===== config.mk =====
export PLATFORM = sky130hd
export DESIGN_NAME = led_pwm_bank_flat
export DESIGN_NICKNAME = d
export VERILOG_FILES = /design/src/rtl/led_pwm_bank_pkg.sv /design/src/rtl/led_pwm_bank_if.sv /design/src/rtl/led_pwm_bank_pwm_timebase.sv /design/src/rtl/led_pwm_bank.sv /design/src/flat_wrapper.sv
export SDC_FILE = /design/constraint.sdc
export NUM_CORES = 1
export LEC_CHECK = 0
export ABC_AREA = 1
export CAP_MARGIN = 20
export CORE_MARGIN = 1
export CORE_UTILIZATION = 54
export DETAILED_ROUTE_END_ITERATION = 8
export HOLD_SLACK_MARGIN = 0.05
export PLACE_DENSITY = 0.77
export SYNTH_ARGS = -nofsm -noshare
export SYNTH_HDL_FRONTEND = slang
export SYNTH_SLANG_ARGS = --single-unit

===== constraint.sdc =====
create_clock -name sysclk -period 1.64 [get_ports sysclk]
set_input_delay 0.328 -clock sysclk [delete_from_list [all_inputs] [get_ports sysclk]]
set_output_delay 0.328 -clock sysclk [all_outputs]
set_load 0.01 [all_outputs]

===== src/rtl/led_pwm_bank_pkg.sv =====
// led_pwm_bank_pkg: shared constants, command codes and FSM encoding for the
// LED PWM bank that sits behind the SPI frame decoder.
package led_pwm_bank_pkg;

  localparam int NUM_LEDS         = 8;
  localparam int PAYLOAD_BITS     = 8;
  localparam int ADDR_BITS        = 8;
  localparam int BRIGHTNESS_WIDTH = PAYLOAD_BITS - 1;
  localparam int PRESCALE_DEFAULT = 4;

  localparam logic [7:0] CMD_NOP      = 8'h00;
  localparam logic [7:0] CMD_LED_SET  = 8'h01;
  localparam logic [7:0] CMD_LED_READ = 8'h02;

  typedef enum logic [1:0] {
    ST_IDLE = 2'd0,
    ST_EXEC = 2'd1,
    ST_RESP = 2'd2
  } state_e;

  // Brightness travels in the upper bits of a byte, bit 0 is padding.
  function automatic logic [PAYLOAD_BITS-1:0] pack_brightness(
    input logic [BRIGHTNESS_WIDTH-1:0] b
  );
    return {b, 1'b0};
  endfunction

endpackage


===== src/rtl/led_pwm_bank_if.sv =====
// led_pwm_bank_if: decoded-word command channel between the SPI frame decoder
// (master) and the LED bank (slave), plus the read/error return path.
interface led_pwm_bank_if;
  import led_pwm_bank_pkg::*;

  logic                    cmd_valid;
  logic                    cmd_ready;
  logic [PAYLOAD_BITS-1:0] cmd;
  logic [ADDR_BITS-1:0]    addr;
  logic [PAYLOAD_BITS-1:0] payload;
  logic                    rd_valid;
  logic [PAYLOAD_BITS-1:0] rd_data;
  logic                    cmd_err;

  modport master (
    output cmd_valid, cmd, addr, payload,
    input  cmd_ready, rd_valid, rd_data, cmd_err
  );

  modport slave (
    input  cmd_valid, cmd, addr, payload,
    output cmd_ready, rd_valid, rd_data, cmd_err
  );

endinterface


===== src/rtl/led_pwm_bank_pwm_timebase.sv =====
// pwm_timebase: prescaler plus PWM step counter shared by every LED channel.
// pwm_cnt runs 0..2^CNT_BITS-2; period_start is high in the cycle whose
// clock edge returns the counter to 0.
module pwm_timebase #(
  parameter int PRESCALE = 4,
  parameter int CNT_BITS = 7
) (
  input  logic                sysclk,
  input  logic                rst_n,
  output logic [CNT_BITS-1:0] pwm_cnt,
  output logic                period_start
);

  localparam int                PS_W     = (PRESCALE > 1) ? $clog2(PRESCALE) : 1;
  localparam logic [PS_W-1:0]   PS_LAST  = PS_W'(PRESCALE - 1);
  localparam logic [CNT_BITS-1:0] CNT_LAST = {{(CNT_BITS-1){1'b1}}, 1'b0};

  logic [PS_W-1:0]     presc_q, presc_d;
  logic [CNT_BITS-1:0] cnt_q, cnt_d;
  logic                step_s;

  assign step_s       = (presc_q == PS_LAST);
  assign period_start = step_s && (cnt_q == CNT_LAST);
  assign pwm_cnt      = cnt_q;

  // Next prescaler and step count: the step counter only moves on prescaler wrap.
  always_comb begin
    presc_d = presc_q;
    cnt_d   = cnt_q;
    if (step_s) begin
      presc_d = '0;
      if (cnt_q == CNT_LAST) begin
        cnt_d = '0;
      end else begin
        cnt_d = cnt_q + CNT_BITS'(1);
      end
    end else begin
      presc_d = presc_q + PS_W'(1);
    end
  end

  // Timebase state registers.
  always_ff @(posedge sysclk or negedge rst_n) begin
    if (!rst_n) begin
      presc_q <= '0;
      cnt_q   <= '0;
    end else begin
      presc_q <= presc_d;
      cnt_q   <= cnt_d;
    end
  end

endmodule


===== src/rtl/led_pwm_bank.sv =====
// led_pwm_bank: per-LED brightness registers written/read by decoded SPI
// words, driving glitch-free PWM on the led pins. Duty only changes at a
// period boundary. Optional macro LED_FADE_EN makes the active duty step one
// LSB per period toward the target instead of jumping.
module led_pwm_bank #(
  parameter int NUM_LEDS = led_pwm_bank_pkg::NUM_LEDS,
  parameter int PWM_BITS = led_pwm_bank_pkg::BRIGHTNESS_WIDTH,
  parameter int PRESCALE = led_pwm_bank_pkg::PRESCALE_DEFAULT
) (
  input  logic                 sysclk,
  input  logic                 rst_n,
  led_pwm_bank_if.slave        bus,
  output logic [NUM_LEDS-1:0]  led
);
  import led_pwm_bank_pkg::*;

  localparam logic [ADDR_BITS-1:0] ADDR_LIMIT = ADDR_BITS'(NUM_LEDS);

  state_e                              state_q, state_d;
  logic                                cmd_ready_q, cmd_ready_d;
  logic [PAYLOAD_BITS-1:0]             cmd_q, cmd_d;
  logic [ADDR_BITS-1:0]                addr_q, addr_d;
  logic [PWM_BITS-1:0]                 bright_q, bright_d;
  logic                                rd_valid_q, rd_valid_d;
  logic [PAYLOAD_BITS-1:0]             rd_data_q, rd_data_d;
  logic                                cmd_err_q, cmd_err_d;
  logic [NUM_LEDS-1:0][PWM_BITS-1:0]   target_q, target_d;
  logic [NUM_LEDS-1:0][PWM_BITS-1:0]   active_q, active_d;
  logic [NUM_LEDS-1:0]                 led_q, led_d;
  logic [PWM_BITS-1:0]                 pwm_cnt;
  logic                                period_start;
  logic                                addr_ok_s;

  pwm_timebase #(
    .PRESCALE (PRESCALE),
    .CNT_BITS (PWM_BITS)
  ) u_timebase (
    .sysclk       (sysclk),
    .rst_n        (rst_n),
    .pwm_cnt      (pwm_cnt),
    .period_start (period_start)
  );

  assign addr_ok_s     = (addr_q < ADDR_LIMIT);
  assign bus.cmd_ready = cmd_ready_q;
  assign bus.rd_valid  = rd_valid_q;
  assign bus.rd_data   = rd_data_q;
  assign bus.cmd_err   = cmd_err_q;
  assign led           = led_q;

  // Command FSM: latch a word in IDLE, act on it in EXEC, pulse results in RESP.
  always_comb begin
    state_d    = state_q;
    cmd_d      = cmd_q;
    addr_d     = addr_q;
    bright_d   = bright_q;
    rd_valid_d = 1'b0;
    cmd_err_d  = 1'b0;
    rd_data_d  = rd_data_q;
    target_d   = target_q;
    case (state_q)
      ST_IDLE: begin
        if (bus.cmd_valid && cmd_ready_q) begin
          cmd_d    = bus.cmd;
          addr_d   = bus.addr;
          bright_d = bus.payload[PWM_BITS:1];
          state_d  = ST_EXEC;
        end else begin
          state_d  = ST_IDLE;
        end
      end
      ST_EXEC: begin
        state_d = ST_RESP;
        case (cmd_q)
          CMD_NOP: begin
            cmd_err_d = 1'b0;
          end
          CMD_LED_SET: begin
            if (addr_ok_s) begin
              for (int i = 0; i < NUM_LEDS; i++) begin
                if (addr_q == ADDR_BITS'(i)) begin
                  target_d[i] = bright_q;
                end else begin
                  target_d[i] = target_q[i];
                end
              end
            end else begin
              cmd_err_d = 1'b1;
            end
          end
          CMD_LED_READ: begin
            if (addr_ok_s) begin
              rd_valid_d = 1'b1;
              for (int i = 0; i < NUM_LEDS; i++) begin
                if (addr_q == ADDR_BITS'(i)) begin
                  rd_data_d = pack_brightness(target_q[i]);
                end else begin
                  rd_data_d = rd_data_d;
                end
              end
            end else begin
              cmd_err_d = 1'b1;
            end
          end
          default: begin
            cmd_err_d = 1'b1;
          end
        endcase
      end
      ST_RESP: begin
        state_d = ST_IDLE;
      end
      default: begin
        state_d = ST_IDLE;
      end
    endcase
    cmd_ready_d = (state_d == ST_IDLE);
  end

  // Duty update at the period boundary and registered PWM comparators.
  always_comb begin
    active_d = active_q;
    for (int i = 0; i < NUM_LEDS; i++) begin
      if (period_start) begin
`ifdef LED_FADE_EN
        if (active_q[i] < target_q[i]) begin
          active_d[i] = active_q[i] + PWM_BITS'(1);
        end else if (active_q[i] > target_q[i]) begin
          active_d[i] = active_q[i] - PWM_BITS'(1);
        end else begin
          active_d[i] = active_q[i];
        end
`else
        active_d[i] = target_q[i];
`endif
      end else begin
        active_d[i] = active_q[i];
      end
      led_d[i] = (pwm_cnt < active_q[i]);
    end
  end

  // State, command and PWM registers.
  always_ff @(posedge sysclk or negedge rst_n) begin
    if (!rst_n) begin
      state_q     <= ST_IDLE;
      cmd_ready_q <= 1'b1;
      cmd_q       <= '0;
      addr_q      <= '0;
      bright_q    <= '0;
      rd_valid_q  <= 1'b0;
      rd_data_q   <= '0;
      cmd_err_q   <= 1'b0;
      target_q    <= '0;
      active_q    <= '0;
      led_q       <= '0;
    end else begin
      state_q     <= state_d;
      cmd_ready_q <= cmd_ready_d;
      cmd_q       <= cmd_d;
      addr_q      <= addr_d;
      bright_q    <= bright_d;
      rd_valid_q  <= rd_valid_d;
      rd_data_q   <= rd_data_d;
      cmd_err_q   <= cmd_err_d;
      target_q    <= target_d;
      active_q    <= active_d;
      led_q       <= led_d;
    end
  end

endmodule


===== src/flat_wrapper.sv =====
// flat-port wrapper written by rule: the top's interface ports become plain ports
module led_pwm_bank_flat import led_pwm_bank_pkg::*;
#(
  parameter int NUM_LEDS = led_pwm_bank_pkg::NUM_LEDS,
  parameter int PWM_BITS = led_pwm_bank_pkg::BRIGHTNESS_WIDTH,
  parameter int PRESCALE = led_pwm_bank_pkg::PRESCALE_DEFAULT
)
  (sysclk, rst_n, led, bus_cmd_valid, bus_cmd, bus_addr, bus_payload, bus_cmd_ready, bus_rd_valid, bus_rd_data, bus_cmd_err);
  led_pwm_bank_if bus_i ();
  input  logic sysclk;
  input  logic rst_n;
  output logic [NUM_LEDS-1:0] led;
  input wire logic [$bits(bus_i.cmd_valid)-1:0] bus_cmd_valid;
  input wire logic [$bits(bus_i.cmd)-1:0] bus_cmd;
  input wire logic [$bits(bus_i.addr)-1:0] bus_addr;
  input wire logic [$bits(bus_i.payload)-1:0] bus_payload;
  output wire logic [$bits(bus_i.cmd_ready)-1:0] bus_cmd_ready;
  output wire logic [$bits(bus_i.rd_valid)-1:0] bus_rd_valid;
  output wire logic [$bits(bus_i.rd_data)-1:0] bus_rd_data;
  output wire logic [$bits(bus_i.cmd_err)-1:0] bus_cmd_err;
  assign bus_i.cmd_valid = bus_cmd_valid;
  assign bus_i.cmd = bus_cmd;
  assign bus_i.addr = bus_addr;
  assign bus_i.payload = bus_payload;
  assign bus_cmd_ready = bus_i.cmd_ready;
  assign bus_rd_valid = bus_i.rd_valid;
  assign bus_rd_data = bus_i.rd_data;
  assign bus_cmd_err = bus_i.cmd_err;
  led_pwm_bank #(.NUM_LEDS(NUM_LEDS), .PWM_BITS(PWM_BITS), .PRESCALE(PRESCALE)) u_core (.sysclk(sysclk), .rst_n(rst_n), .bus(bus_i), .led(led));
endmodule

==> results.ini, run 1 <==
[synth]
synth-seq-area-share_pct=50.9
yosysTopAreaCell=dfrtp_1
synthCells=915
yosys-top-cells-count=259 x nand2_1, 163 x dfrtp_1, 105 x o21ai_0
ys_types=39
async_flop_share_pct=100
syn_nets=993
ys_ff_latch=164
synth_warnings=0
synthMostInstantiatedCell=nand2_1
synth_edf_count=0
synth_top_area_share_pct=50.5
synth.area.top_cells=dfrtp_1 51%, nand2_1 12%, ha_1 7.9%, o21ai_0 6.5%, inv_1 4.8%
synth_area_mm2=0.00807
ys.flop_type=dfrtp_1
synthesis.area_per_instance_um2=8.82

[pwr]
leakagePower_nw=5.34
powerDensity_mw_per_mm2=1040
switching_power_w=0.00339
clockPowerShare_pct=37.6
switching_share_pct=30.3
p_comb_share_pct=21.8
p_int_w=0.00781
peakVddDrop_uv=1010
power.share.sequential_pct=40.6

[global_routing]
grt_usage_pct=25.1
grt_pass1_vias=6375
grt_max_degree=66
grt-ovfl-total=0
grt_pass1_wl_um=30700
antenna_found_initial=0

[setup_path]
end_kind=register
critPathMaxFanout=7
critical_path_required_ns=2.02
path_class=reg -> reg
r2r_slack_ns=-0.14
cp-start-kind=register
arrival_ns=2.16

[die]
rows=44
die_h_um=124
core_mm2=0.0145
die_area_mm2=0.0154
fp.dieW_um=124
start_util_pct=55.5
io_pins=46

[clocking]
clock_path_buffers=2
cts_made_buffers=17
cts_root_buf=clkbuf_16
clk_pin_slew_ns=0.06
h-tree-depth=4
clk-insertion-delay-late_ns=0.44
clock-sinks=164
cts_tree=yes

[detailed_routing]
wl_um=22500
vias=7077
wl_per_cell_um=18.3
drc=0
drt_iter0_drc=727
vias_per_cell=5.76
detail-route-antenna-nets=0
drtPass1Iterations=5

[outcome]
violations=setup timing
status=complete, but fails checks

[timing]
hold_viol=0
setup_violations=101
finalClockSkew_ns=0.0106
fmax_mhz=563
period_needed_ns=1.78
grt_setup_unrepaired=yes
tns_ns=-4.22
fin_crit_sh_pct=108
setup_ws_ns=-0.138
holdWs_ns=0.278
drv_slew=0

[placed_design]
io_buffers=43
dp_hpwl_um=12400
gp_congestion=0.830

[finish]
syn_to_final_growth_pct=33.7
n_antenna_cell=0
filler_cell_count=902
num-nets-final=1110
drive_gt1_share_pct=27.8

[min_path]
hp-class=in -> async

[flow_run]
drv_cap=0

## cells in the final DEF (no fill, tap or decap), drive strengths merged, types with 8 or more instances in the layout
cell type        n
nand2          268
dfrtp          163
o21ai          133
inv            112
buf             76
ha              51
a21oi           47
nor2            36
nand3           33
clkbuf          30
clkdlybuf4s50   27
nor3            12
nand4           10
dlygate4sd2      8
a2111oi          8
## final timing paths
check                                             start                           end  cells past startpoint
setup / recovery                       u_core.addr_q[4]         u_core.bus.rd_data[4]                     10
hold / removal                                    rst_n            u_core.active_q[5]                      2
setup reg to reg                       u_core.addr_q[4]         u_core.bus.rd_data[4]                     10
hold reg to reg            u_core.u_timebase.presc_q[0]  u_core.u_timebase.presc_q[0]                      1
max in group asynchronous                         rst_n           u_core.target_q[50]                      3
min in group sysclk                          bus_cmd[6]               u_core.cmd_q[6]                      3
## through the flow
stage	total power [W]	worst slack (ns)	area [um^2]	util, %	instances
after CTS	0.0110	-0.0459	9780	67.3	1204
final	0.0112	-0.138	10800	74.3	1229
after global routing	0.0116	-0.275	10800	74.3	1229
after floorplan	0.00581	0.0586	8070	-	915
after detailed placement	0.00674	-0.0687	9000	61.9	1162
after global placement	0.00668	-0.0369	9000	61.9	1162
## per-layer routing
metal	wire length [um]	track usage [%]	vias to the layer above
li1	-	-	3213
met1	9080	33.4	3456
met3	1460	5.63	68
met2	11200	40.2	340
met4	759	9.50	0
met5	0	0	-
## flip-flops by register name, summed over array words and instances, names as in the netlist, 2 cells and up
| name | cells |
|---|---|
| u_core.active_q | 56 |
| u_core.bright_q | 7 |
| u_core.target_q | 56 |
| u_core.bus.rd_data | 7 |
| u_core.cmd_q | 8 |
| u_core.addr_q | 8 |
| u_core.u_timebase.pwm_cnt | 7 |
| u_core.u_timebase.presc_q | 2 |
| u_core.led | 8 |
| u_core.state_q | 2 |
## power by group through the flow
stage	clock, W	combinational (W)	sequential [W]
final	0.00421	0.00245	0.00455
after global routing	0.00439	0.00267	0.00458
after CTS	0.00420	0.00226	0.00454
after detailed placement	0	0.00214	0.00461
after global placement	0	0.00208	0.00459
after floorplan	0	0.00121	0.00460
## critical path, stage by stage (launching register included)
cell	delay [ns]
dfrtp_1	0.37
inv_2	0.09
buf_6	0.10
nand3_4	0.16
nor3_4	0.29
buf_4	0.22
buf_4	0.17
a21oi_1	0.09
nand2_1	0.09
nand2_1	0.08
nand2_1	0.06
## cell families (layout without fill, tap and decap cells)
group	after synthesis	after routing	share of synthesized area (%)
fa+ha+maj	51	51	7.91
other cells	1	1	0.0465
compound gates	190	190	12.3
flops	164	164	50.9
buf+inv	143	272	8.09
simple gates	365	366	20.7
xor+xnor	1	1	0.109
## area by class of cell
cell class              instances  area (um^2)  share of cell area, %
repair buffers                128         1490                   13.8
inverters                     112          423                   3.92
clock buffers                  21          440                   4.08
flip-flops and latches        164         4110                   38.1
multi-input cells             609         3920                   36.3
clock inverters                11          176                   1.63
well taps                     184          230                   2.13
## timing repair
item / CTS / global route
buffers inserted: 9 / 12
hold buffers: 1 / 0
cloned: 0 / 14
pin swaps: 12 / 24
gates resized for setup: 38 / 221
endpoints found under the setup margin: 57 / 137
endpoints found under the hold margin: 163 / 0
Power figures use the tool's default switching activity.
==> run 2: changes to the inputs <==
Settings changed: CORE_ASPECT_RATIO from default to 1.2, CORE_UTILIZATION 54 to 36, PLACE_DENSITY 0.77 to 0.56.
==> run 2 against run 1 <==
The flow finishes with violations (DRC, setup timing). Via count fell by 8.7%. Routed wire length shrank 11%. Design area fell by 0.73%. Non-clock buffer count decreased by 4. Sequential power is essentially flat. Register-to-register slack gained 0.08 ns.
==> results.ini, run 2 (same netlist as run 1, synthesis figures left out) <==
[outcome]
status=complete, but fails checks
violations=DRC, setup timing

[timing]
slew-limit-headroom_pct=66.4
grt_setup_unrepaired=yes
period_needed_ns=1.70  ; -0.0777 ns
hold_viol=0  ; unchanged
setup_ws_ns=-0.0600  ; +0.0777 ns
drv_slew=0  ; unchanged
fmax_mhz=588  ; +4.6%
tns_ns=-0.513  ; +3.71 ns
finalClockSkew_ns=0.00882  ; -0.00176 ns
tightestPinTransition_ns=0.504
fin_crit_sh_pct=104  ; -4.7 points
setup_violations=14  ; -86%

[setup_path]
critical_path_required_ns=2.00  ; -0.02 ns
cp-start-kind=register
cp_common_cell=nand2_1
max_stage_delay_ns=0.42  ; +0.05 ns
critPathMaxFanout=4  ; -3
r2r-start=u_core.addr_q[7]
arrival_ns=2.06  ; -0.10 ns
critPathLaunch=u_core.addr_q[7]
cp_slowest_cell=dfrtp_1
end_kind=register
path_class=reg -> reg
path_cells=inv_2 -> nand2_2 -> nor2_4 -> buf_4 -> nand3_1 -> nand3_1 -> nand3_1 -> nand2_1 -> nand2_1 -> nand2_1 -> nand2_1 -> nand2_1 -> nand2_1 -> nand2_1

[pwr]
clockPowerShare_pct=36.2  ; -1.4 points
p_int_w=0.00769  ; -1.6%
switching_power_w=0.00330  ; -2.6%
switching_share_pct=30.0  ; -0.22 points
p_comb_share_pct=22.4  ; +0.6 points
powerDensity_mw_per_mm2=1030  ; -1.2%
leakagePower_nw=5.07  ; -5.1%
power.share.sequential_pct=41.3  ; +0.7 points
peakVddDrop_uv=787  ; -22%

[clocking]
clk_pin_slew_ns=0.06  ; about the same
clk-insertion-delay-late_ns=0.43  ; about the same
cts_tree=yes
clock_path_buffers=2  ; unchanged
cts_made_buffers=17  ; unchanged
h-tree-depth=4  ; unchanged
cts_root_buf=clkbuf_16
clock-sinks=164  ; unchanged

[flow_run]
drv_cap=0  ; unchanged

[global_routing]
grt-ovfl-total=0  ; unchanged
grt_pass1_wl_um=31000  ; +0.92%
grt_max_degree=73  ; +11%
antenna_found_initial=0  ; unchanged
grt_pass1_vias=6078  ; -4.7%
grt_usage_pct=17.1  ; -8.0 points

[finish]
reg_top3=u_core.active_q: 56 flops, u_core.target_q: 56 flops
num-nets-final=1109  ; -0.090%
n_antenna_cell=0  ; unchanged
finalNonFillerCells=1316  ; +7.1%
layout_common_cells=216 x nand2_1, 163 x dfrtp_1, 98 x inv_1, 67 x o21ai_0, 61 x o21ai_1
syn_to_final_growth_pct=32.7
final_common_cell=nand2_1
drive_gt1_share_pct=24.1  ; -3.8 points

[die]
io_pins=46  ; unchanged
core_mm2=0.0219  ; +50%
die_h_um=166  ; +34%
die_area_mm2=0.0230  ; +49%
rows=59  ; +34%
start_util_pct=36.9  ; -19 points
fp.dieW_um=139  ; +12%

[placed_design]
dp_hpwl_um=13100  ; +5.4%
place_inst=1254  ; +7.9%
io_buffers=43  ; unchanged
gp_congestion=0.789  ; -4.9%

[detailed_routing]
vias=6461  ; -8.7%
wl_um=20100  ; -11%
detail-route-antenna-nets=0  ; unchanged
vias_per_cell=4.91  ; -15%
drtPass1Iterations=7  ; +2
drt_iter0_drc=478  ; -34%
wl_per_cell_um=15.3  ; -17%
drc=3  ; +3

[min_path]
worstHoldStart=u_core.u_timebase.presc_q[0]
hp-class=reg -> reg

[run 2: cell types whose count changed in the layout (fill, tap and decap cells not counted), moves of 5 or more]
cell       previous run  this run
buf_8                 5         0
clkbuf_16            26        20
nand2_1             188       216
nand2_4              18         7
nand2_2              60        42
o21ai_0              52        67
o21ai_2              23         5
nand3_2               2         7
clkinv_2              1         6
[run 2: worst max-delay path: cells and delay by family, from the launching register on]
kind	cells	cell delay, ns
AND/OR/NAND/NOR	12	0.98
flip-flops	1	0.42
buffers and inverters	2	0.24
[run 2: path summary, 6_finish.rpt]
kind	to	slack, ns	cells after the start
worst min-delay path	u_core.u_timebase.presc_q[0]	0.43	1
worst max-delay path	u_core.bus.rd_data[7]	-0.06	14
worst min register to register	u_core.u_timebase.presc_q[0]	0.43	1
min in group asynchronous	u_core.bright_q[2]	0.44	3
max in group asynchronous	u_core.led[6]	0.81	3
worst max register to register	u_core.bus.rd_data[7]	-0.06	14
[run 2: repair_timing]
action	in CTS	in global routing
hold buffers	1	0
cloned	1	9
hold endpoints to repair	163	0
setup buffers	5	18
pin swaps	5	31
gates resized for setup	31	159
endpoints found under the setup margin	60	126
[run 2: metrics by stage]
step | setup WS (ns) | hold WS (ns) | area (um^2) | total power (W) | util, %
floorplan | 0.0586 | 0.0324 | 8070 | 0.00581 | -
global placement | -0.0609 | 0.320 | 9190 | 0.00684 | 42.0
detailed placement | -0.0946 | 0.325 | 9190 | 0.00686 | 42.0
CTS | -0.0655 | 0.417 | 9900 | 0.0109 | 45.3
global route | -0.190 | 0.438 | 10700 | 0.0115 | 49.0
finish | -0.0600 | 0.433 | 10700 | 0.0110 | 49.0
[run 2: power groups by stage]
stage	Sequential, W	Clock, W	Combinational (W)
detailed placement	0.00460	0	0.00226
global placement	0.00460	0	0.00224
global route	0.00459	0.00424	0.00273
finish	0.00455	0.00398	0.00247
floorplan	0.00460	0	0.00121
CTS	0.00454	0.00407	0.00230
[run 2: layer usage]
layer	vias to the layer above	wire length, um	part of all wire [%]	global-route usage (%)
met5	-	0	0	0
met4	0	319	1.6	5.51
met3	20	624	3.1	2.85
met2	137	9930	49	28.9
met1	3082	9200	46	22.4
li1	3222	-	-	-
[run 2: layout make-up]
cell class | count | area (um^2)
clock inverter | 11 | 136
tap | 274 | 343
sequential | 164 | 4110
timing repair buffer | 124 | 1410
inverter | 112 | 423
clock buffer | 19 | 443
multi-input combinational | 612 | 3860
fill | 2084 | 11100
